[src/rtl/rgba_to_gray_feeder.sv]
// RGBA (16 px/line) to 8-bit luma feeder for the Sobel edge unit, two-stage pipeline.
// Build option GRAY_FLUSH_EN: append FLUSH_BEATS all-zero beats after each frame.
module rgba_to_gray_feeder #(
  parameter int unsigned FRAME_BEATS = 16384,
  parameter int unsigned FLUSH_BEATS = 32
) (
  input  logic         clk,
  input  logic         rst_b,
  input  logic         start,
  input  logic         in_valid,
  output logic         in_ready,
  input  logic [511:0] in_data,
  output logic         out_valid,
  input  logic         out_ready,
  output logic [127:0] out_data,
  output logic         busy,
  output logic         done
);

  localparam int unsigned CW = $clog2(FRAME_BEATS + FLUSH_BEATS + 1);
`ifdef GRAY_FLUSH_EN
  localparam int unsigned TOTAL = FRAME_BEATS + FLUSH_BEATS;
  localparam logic [CW-1:0] FLUSH_N = CW'(FLUSH_BEATS);
`else
  localparam int unsigned TOTAL = FRAME_BEATS;
`endif
  localparam logic [CW-1:0] FRAME_N    = CW'(FRAME_BEATS);
  localparam logic [CW-1:0] FRAME_LAST = CW'(FRAME_BEATS - 1);
  localparam logic [CW-1:0] OUT_LAST   = CW'(TOTAL - 1);
  localparam logic [CW-1:0] ONE        = CW'(1);

`ifdef GRAY_FLUSH_EN
  typedef enum logic [1:0] {IDLE, STREAM, FLUSH} state_t;
`else
  typedef enum logic [0:0] {IDLE, STREAM} state_t;
`endif

  state_t          state_q, state_d;
  logic [CW-1:0]   in_cnt_q, in_cnt_d;
  logic [CW-1:0]   out_cnt_q, out_cnt_d;
  logic            done_q, done_d;
  logic            s1_valid_q, s1_valid_d;
  logic [15:0]     rp_q [16];
  logic [15:0]     gp_q [16];
  logic [15:0]     bp_q [16];
  logic [15:0]     rp_d [16];
  logic [15:0]     gp_d [16];
  logic [15:0]     bp_d [16];
  logic            out_valid_q, out_valid_d;
  logic [127:0]    out_data_q, out_data_d;
  logic            adv, accept, out_hs, final_hs, inject;
  logic            unused_alpha;

  assign adv      = !out_valid_q | out_ready;
  assign in_ready = (state_q == STREAM) & adv & (in_cnt_q < FRAME_N);
  assign accept   = in_valid & in_ready;
  assign out_hs   = out_valid_q & out_ready;
  assign final_hs = out_hs & (out_cnt_q == OUT_LAST);

`ifdef GRAY_FLUSH_EN
  logic [CW-1:0] fl_cnt_q, fl_cnt_d;
  assign inject = (state_q == FLUSH) & adv & (fl_cnt_q < FLUSH_N);
`else
  assign inject = 1'b0;
`endif

  // Start is also refused while done is high so a pulse in the done cycle cannot re-arm.
  always_comb begin
    state_d   = state_q;
    in_cnt_d  = in_cnt_q;
    out_cnt_d = out_cnt_q;
    done_d    = 1'b0;
`ifdef GRAY_FLUSH_EN
    fl_cnt_d  = fl_cnt_q;
    if (inject) fl_cnt_d = fl_cnt_q + ONE;
`endif
    if (accept) in_cnt_d  = in_cnt_q + ONE;
    if (out_hs) out_cnt_d = out_cnt_q + ONE;
    unique case (state_q)
      IDLE: begin
        if (start && !done_q) begin
          state_d   = STREAM;
          in_cnt_d  = '0;
          out_cnt_d = '0;
`ifdef GRAY_FLUSH_EN
          fl_cnt_d  = '0;
`endif
        end
      end
`ifdef GRAY_FLUSH_EN
      STREAM: begin
        if (accept && (in_cnt_q == FRAME_LAST)) state_d = FLUSH;
      end
      FLUSH: begin
        if (final_hs) begin
          state_d = IDLE;
          done_d  = 1'b1;
        end
      end
`else
      STREAM: begin
        if (final_hs) begin
          state_d = IDLE;
          done_d  = 1'b1;
        end
      end
`endif
      default: state_d = IDLE;
    endcase
  end

  // Stage 1: per-pixel weighted products; flush lines load as zeros.
  always_comb begin
    s1_valid_d = s1_valid_q;
    for (int unsigned i = 0; i < 16; i++) begin
      rp_d[i] = rp_q[i];
      gp_d[i] = gp_q[i];
      bp_d[i] = bp_q[i];
    end
    if (adv) begin
      s1_valid_d = accept | inject;
      for (int unsigned i = 0; i < 16; i++) begin
        rp_d[i] = '0;
        gp_d[i] = '0;
        bp_d[i] = '0;
        if (accept) begin
          rp_d[i] = 16'(in_data[32*i      +: 8]) * 16'd77;
          gp_d[i] = 16'(in_data[32*i + 8  +: 8]) * 16'd150;
          bp_d[i] = 16'(in_data[32*i + 16 +: 8]) * 16'd29;
        end
      end
    end
  end

  // Stage 2: sum and keep the high byte; weights total 256 so no overflow.
  always_comb begin
    out_valid_d = out_valid_q;
    out_data_d  = out_data_q;
    if (adv) begin
      out_valid_d = s1_valid_q;
      for (int unsigned i = 0; i < 16; i++)
        out_data_d[8*i +: 8] = 8'((rp_q[i] + gp_q[i] + bp_q[i]) >> 8);
    end
  end

  always_comb begin
    unused_alpha = 1'b0;
    for (int unsigned i = 0; i < 16; i++)
      unused_alpha = unused_alpha ^ (^in_data[32*i + 24 +: 8]);
  end

  always_ff @(posedge clk or negedge rst_b) begin
    if (!rst_b) begin
      state_q     <= IDLE;
      in_cnt_q    <= '0;
      out_cnt_q   <= '0;
      done_q      <= 1'b0;
      s1_valid_q  <= 1'b0;
      out_valid_q <= 1'b0;
      out_data_q  <= '0;
`ifdef GRAY_FLUSH_EN
      fl_cnt_q    <= '0;
`endif
      for (int unsigned i = 0; i < 16; i++) begin
        rp_q[i] <= '0;
        gp_q[i] <= '0;
        bp_q[i] <= '0;
      end
    end else begin
      state_q     <= state_d;
      in_cnt_q    <= in_cnt_d;
      out_cnt_q   <= out_cnt_d;
      done_q      <= done_d;
      s1_valid_q  <= s1_valid_d;
      out_valid_q <= out_valid_d;
      out_data_q  <= out_data_d;
`ifdef GRAY_FLUSH_EN
      fl_cnt_q    <= fl_cnt_d;
`endif
      for (int unsigned i = 0; i < 16; i++) begin
        rp_q[i] <= rp_d[i];
        gp_q[i] <= gp_d[i];
        bp_q[i] <= bp_d[i];
      end
    end
  end

  assign out_valid = out_valid_q;
  assign out_data  = out_data_q;
  assign busy      = (state_q != IDLE);
  assign done      = done_q;

endmodule

[config.mk]
export PLATFORM = sky130hd
export DESIGN_NAME = rgba_to_gray_feeder
export DESIGN_NICKNAME = d
export VERILOG_FILES = /design/src/rtl/rgba_to_gray_feeder.sv
export SDC_FILE = /design/constraint.sdc
export NUM_CORES = 2
export LEC_CHECK = 0
export CAP_MARGIN = 0
export CORE_AREA = 3 3 412 414
export CTS_BUF_LIST = sky130_fd_sc_hd__clkbuf_4 sky130_fd_sc_hd__clkbuf_8 sky130_fd_sc_hd__clkbuf_16
export CTS_CLUSTER_SIZE = 12
export DETAILED_ROUTE_END_ITERATION = 10
export DIE_AREA = 0 0 415 417
export GPL_TIMING_DRIVEN = 0
export PLACE_DENSITY = 0.72
export REMOVE_ABC_BUFFERS = 1
export SYNTH_ARGS = -nofsm -noshare
export SYNTH_HDL_FRONTEND = slang
export SYNTH_SLANG_ARGS = --single-unit
[constraint.sdc]
create_clock -name clk -period 2.78 [get_ports clk]
set_clock_uncertainty 0.1 [all_clocks]
set_input_delay 0.417 -clock clk [delete_from_list [all_inputs] [get_ports clk]]
set_output_delay 0.417 -clock clk [all_outputs]
set_load 0.05 [all_outputs]
Word level (Yosys, flattened, before mapping) --
Cells that the tools add are included.
Cells by class: bitwise gates (word level) 7, reductions and logical operators 3, muxes and demuxes 59, eq/ne operators 1, $lt $le $gt $ge 1, add/sub/neg operators 34, multiply operators 48
Operator list (count):
- adder 16 bit | 32
- multiplier 8 x 7 -> 15 bit (second input constant) | 32
- two-way mux 15 bit | 22
- two-way mux 16 bit | 16
- multiplier 8 x 5 -> 13 bit (second input constant) | 16
- two-way mux 13 bit | 16
- adder 15 x 1 -> 15 bit (second input constant) | 2
- equality test 15 x 14 -> 1 bit (second input constant) | 1
- < comparator 15 bit (second input constant) | 1
- AND 1 bit | 5
- two-way mux 1 bit | 4
- zero test 1 bit | 2
- case mux 1 bit (2 select lines) | 1
- logical AND 1 bit | 1
- inverter 1 bit | 1
- bitwise OR 1 bit | 1
Storage, ports and cells: flip-flop bits (word level) 930, input bits 517, word-level logic and storage cells 208

Longest topological paths before layout --
word-level depth 8, depth in mapped cells 15, mapped depth without buffers 15

Worst setup path before layout --
OpenSTA, ideal clock, no wires.
kind input port to flip-flop, start point input port in_data[12], end point register gp_q[254] (netlist name), stages on the path 15, library setup time 129 ps, arrival time 3514 ps, path slack -963 ps, path through ha_1 > ha_1 > inv_1 > fa_1 > fa_1 > inv_1 > ha_1 > o21a_1 > o21a_1 > and3_1 > a211oi_2 > o21bai_1 > a21oi_1 > xor2_1 > o21ai_1
Between the ends: longest elaborated chain between the ends 2
Ends and longest elaborated chain:
- start: declaration | RTL line 12 | input logic [511:0] in_data,
- multiplier 8 x 7 -> 15 bit | RTL line 128 | gp_d[i] = 16'(in_data[32*i + 8 +: 8]) * 16'd150;
- two-way mux 16 bit | RTL line 126 | if (accept) begin
- end signal: indexed assignment | RTL line 182 | gp_q[i] <= gp_d[i];
- end: declaration | RTL line 44 | logic [15:0] gp_q [16];
No other way between the ends. A chain may end at the register's enable or synchronous reset.

Worst setup path after layout --
start point register gp_q[18] (netlist name), end point register out_data_q[118], in the netlist out_data[118]
Between the ends: longest elaborated chain between the ends 2
Ends and longest elaborated chain:
- adder 16 bit (2 in a row) | RTL line 142 | out_data_d[8*i +: 8] = 8'((rp_q[i] + gp_q[i] + bp_q[i]) >> 8);
- end signal: assignment | RTL line 176 | out_data_q <= out_data_d;
- end: declaration | RTL line 50 | logic [127:0] out_data_q, out_data_d;
No other way between the ends.

==> flow_metrics.env <==
export IMPL_status="complete, but fails checks"
export IMPL_violations="negative setup slack"
export IMPL_max_freq_mhz=324
export IMPL_worstSetupPathType="register to register"
export IMPL_path_max_fanout=3
export IMPL_rr_endpoint="out_data[118]"
export IMPL_worst_path_buf_inv=0
export IMPL_syn_to_final_growth_pct=29.5
export IMPL_overflow=0
export IMPL_via_per_inst=5.63
export IMPL_min_period_ps=3080
export IMPL_setup_viol=99
export IMPL_wl_per_cell_um=20.0
export IMPL_initial_core_util_pct=49.7
export IMPL_fp_dieH_um=417
export IMPL_cp_required_ps=3360
export IMPL_drv_slew=0
export IMPL_tightest_slew_ps=893
export IMPL_synthAdderAreaFrac_pct=42.0
export IMPL_finalWorstSetupSlack_ps=-305
export IMPL_worstSetupStartpoint="gp_q[18]"
export IMPL_grt_pass1_vias=67300
export IMPL_r2r_slack_ps=-300
export IMPL_synth_edf_count=0
export IMPL_synthSimpleGateAreaFrac_pct=6.13
export IMPL_fin_setup_tns_ps=-7980
export IMPL_synth_top_family_by_area="adder cells"
export IMPL_cts_sinks=850
export IMPL_synth_area_leaders="ha_1, dfrtp_1, fa_1, inv_1, o21ai_0"
export IMPL_synth_area_mux_share_pct=0.0121
export IMPL_start_kind="register"
export IMPL_grt_setup_unrepaired="true"
export IMPL_async_flop_share_pct=100
export IMPL_numPortBuffers=520
export IMPL_maxSlewHeadroom_pct=40.3
export IMPL_cpPeakStageDelay_ps=510
export IMPL_synth_area_um2=82800
export IMPL_vias=64100
export IMPL_hold_class="input port to register"
export IMPL_die_w_um=415
export IMPL_ys_warn_count=0
export IMPL_drc=0
export IMPL_final_seq_area_um2=21300
export IMPL_yosysUniqueCellTypes=78
export IMPL_most_common_layout_cells="ha_1, dfrtp_1, inv_1, nand2_1, fa_1"
export IMPL_clkTransAtPathRegs_ps=70
export IMPL_p_leak_nw=52.1
export IMPL_grt_busiest_layer="met2"
export IMPL_cts_buffer_depth=3
export IMPL_antenna_found_initial=51
export IMPL_critPathCaptureType="register"
export IMPL_gp_congestion=0.875
export IMPL_ys_seq_area_share_pct=25.7
export IMPL_drtAntennaViolNets=0
export IMPL_rows=150
export IMPL_ff2ff_path_depth=10
export IMPL_grtUsageMet2_pct=42.9
export IMPL_met3_usage_pct=3.40
export IMPL_drtPass1Iterations=5
export IMPL_timing_critical_path_cells="fa_1 > ha_1 > nor3_2 > o2bb2ai_4 > o31ai_4 > o41a_1 > a31o_2 > a21oi_2 > xor2_2 > o21ai_1"
export IMPL_crit_path_top_delay_cell="fa_1"
export IMPL_peakVddDrop_mv=0.719
export IMPL_design_die_area_um2=173000
export IMPL_synth_avg_cell_area_um2=10.2
export IMPL_fin_util_pct=64.4
export IMPL_nFillCells=12200
export IMPL_hpwl_um=154000
export IMPL_crit_cells=10
export IMPL_cts_max_level=3
export IMPL_cp_top_family="compound AO/OA/AOI/OAI gates"
export IMPL_synth_top_area_share_pct=27.3
export IMPL_timing_rr_start="gp_q[18]"
export IMPL_track_usage_pct=24.4
export IMPL_drive_gt1_share_pct=23.4
export IMPL_ys_ff_latch=850
export IMPL_synthCells=8098
export IMPL_max_cap_viol_count=0
export IMPL_worstPathArrival_ps=3670
export IMPL_synth_ff_type="dfrtp_1"
export IMPL_mostFrequentLayoutCell="ha_1"
export IMPL_grt_pass1_wl_um=347000
export IMPL_grt_max_degree=117
export IMPL_synthXorXnorAreaFrac_pct=5.94
export IMPL_finalWirelength_um=227000
export IMPL_crit_end="out_data[118]"
export IMPL_drt_iter0_drc=3226
export IMPL_hold_depth=3
export IMPL_finalHoldViolCount=0
export IMPL_power_density_nw_per_um2=871
export IMPL_numCtsBuffers=107
export IMPL_synth_top_cell_by_area="ha_1"
export IMPL_cts_tree="built"
export IMPL_clock_root_buffer="clkbuf_16"
export IMPL_nets=12000
export IMPL_io_pin_count=649
export IMPL_core_area_um2=167000
export IMPL_worst_skew_pair_late_latency_ps=790
export IMPL_grtUsageMet1_pct=29.5
export IMPL_synth_compound_area_share_pct=15.1
export IMPL_multi_input_comb_area_um2=65600
export IMPL_period_share_pct=111
[worst min-delay path: cells and delay by family]
family,cells,cell delay [ps]
buffers and inverters,1,140
adder cells (fa/ha/maj),1,160
AO/OA/AOI/OAI,1,120
[how the worst min path moves through the flow]
stage,from,to,slack [ps]
2_1_floorplan,rst_b,bp_q[0],20
3_3_place_gp,s1_valid_q,s1_valid_q,350
3_5_place_dp,s1_valid_q,out_valid,360
4_1_cts,in_data[449],rp_q[17],0.4
5_1_grt,in_data[179],bp_q[163],-0.7
6_report,in_data[144],bp_q[178],7
[synthesized netlist by cell type, types with 17 or more instances]
cell type,number
a221oi_1,19
a211oi_1,23
fa_1,608
o31ai_1,56
a211o_1,23
nand4_1,35
o21bai_1,105
a21o_1,157
dfrtp_1,850
nor2b_1,33
a21oi_1,459
or2_2,17
xnor2_1,289
nor2_1,269
a32o_1,18
and3_1,24
nand2_1,662
buf_2,18
o21a_1,83
xor2_1,273
a22o_1,214
a31oi_1,34
inv_1,942
o21ai_1,30
o21ai_0,605
clkbuf_1,153
nand3_1,29
ha_1,1810
buf_1,17
nand2b_1,39
nor3_1,42
[kinds of logic (layout without fill, tap and decap cells)]
family | after synthesis | after routing
AND/OR/NAND/NOR | 1192 | 1195
flip-flops | 850 | 850
multiplexers | 1 | 1
AO/OA/AOI/OAI | 1945 | 1945
adder cells (fa/ha/maj) | 2418 | 2418
buffers and inverters | 1130 | 2162
other | 0 | 43
XOR/XNOR | 562 | 562
[flip-flops by register name, indices dropped and copies added (netlist names)]
name,count
bp_q,208
busy,1
done,1
gp_q,240
in_cnt_q,15
out_cnt_q,15
out_data,128
out_valid,1
rp_q,240
s1_valid_q,1
[where the power goes]
group	total [W]	internal [W]	leakage, nW	switching (W)
Combinational	0.0587	0.0271	39.3	0.0316
Clock	0.0151	0.00902	1.86	0.00606
Sequential	0.0197	0.0163	11.0	0.00338
Total	0.0935	0.0524	52.1	0.0411
[per-stage QoR]
stage / instances / hold WS, ps / cell area (um2) / setup slack (ps) / power (W)
after floorplan: 7910 / 21.4 / 82100 / -42770 / 0.0511
after global placement: 10600 / 353 / 90100 / -57420 / 0.0611
after detailed placement: 10700 / 356 / 91200 / -1760 / 0.0639
after CTS: 11100 / 0.354 / 101000 / -256 / 0.0862
after global routing: 11400 / -0.662 / 107000 / -370 / 0.100
final: 11400 / 6.76 / 107000 / -305 / 0.0935
[metal layers]
metal | vias up | wire [um]
met5 | - | 63
met4 | 8 | 12700
met3 | 533 | 9000
met2 | 1444 | 115000
met1 | 32100 | 90300
li1 | 30000 | -
[area by class of cell]
type | instances | area share (%)
Antenna cell | 43 | 0.100
Clock buffer | 150 | 2.94
Clock inverter | 45 | 0.593
Inverter | 942 | 3.40
Multi-Input combinational cell | 6121 | 61.1
Sequential cell | 850 | 19.8
Tap cell | 2204 | 2.57
Timing Repair Buffer | 1025 | 9.45
[what timing repair did]
action                      CTS  global route
cloned                        7            11
setup buffers               209           156
setup endpoints to repair   599           597
hold buffers                 64            38
pin swaps                   554           812
hold endpoints to repair    163            38
resized for setup          1894          1304
No activity file was read; power rests on OpenSTA's default activity.
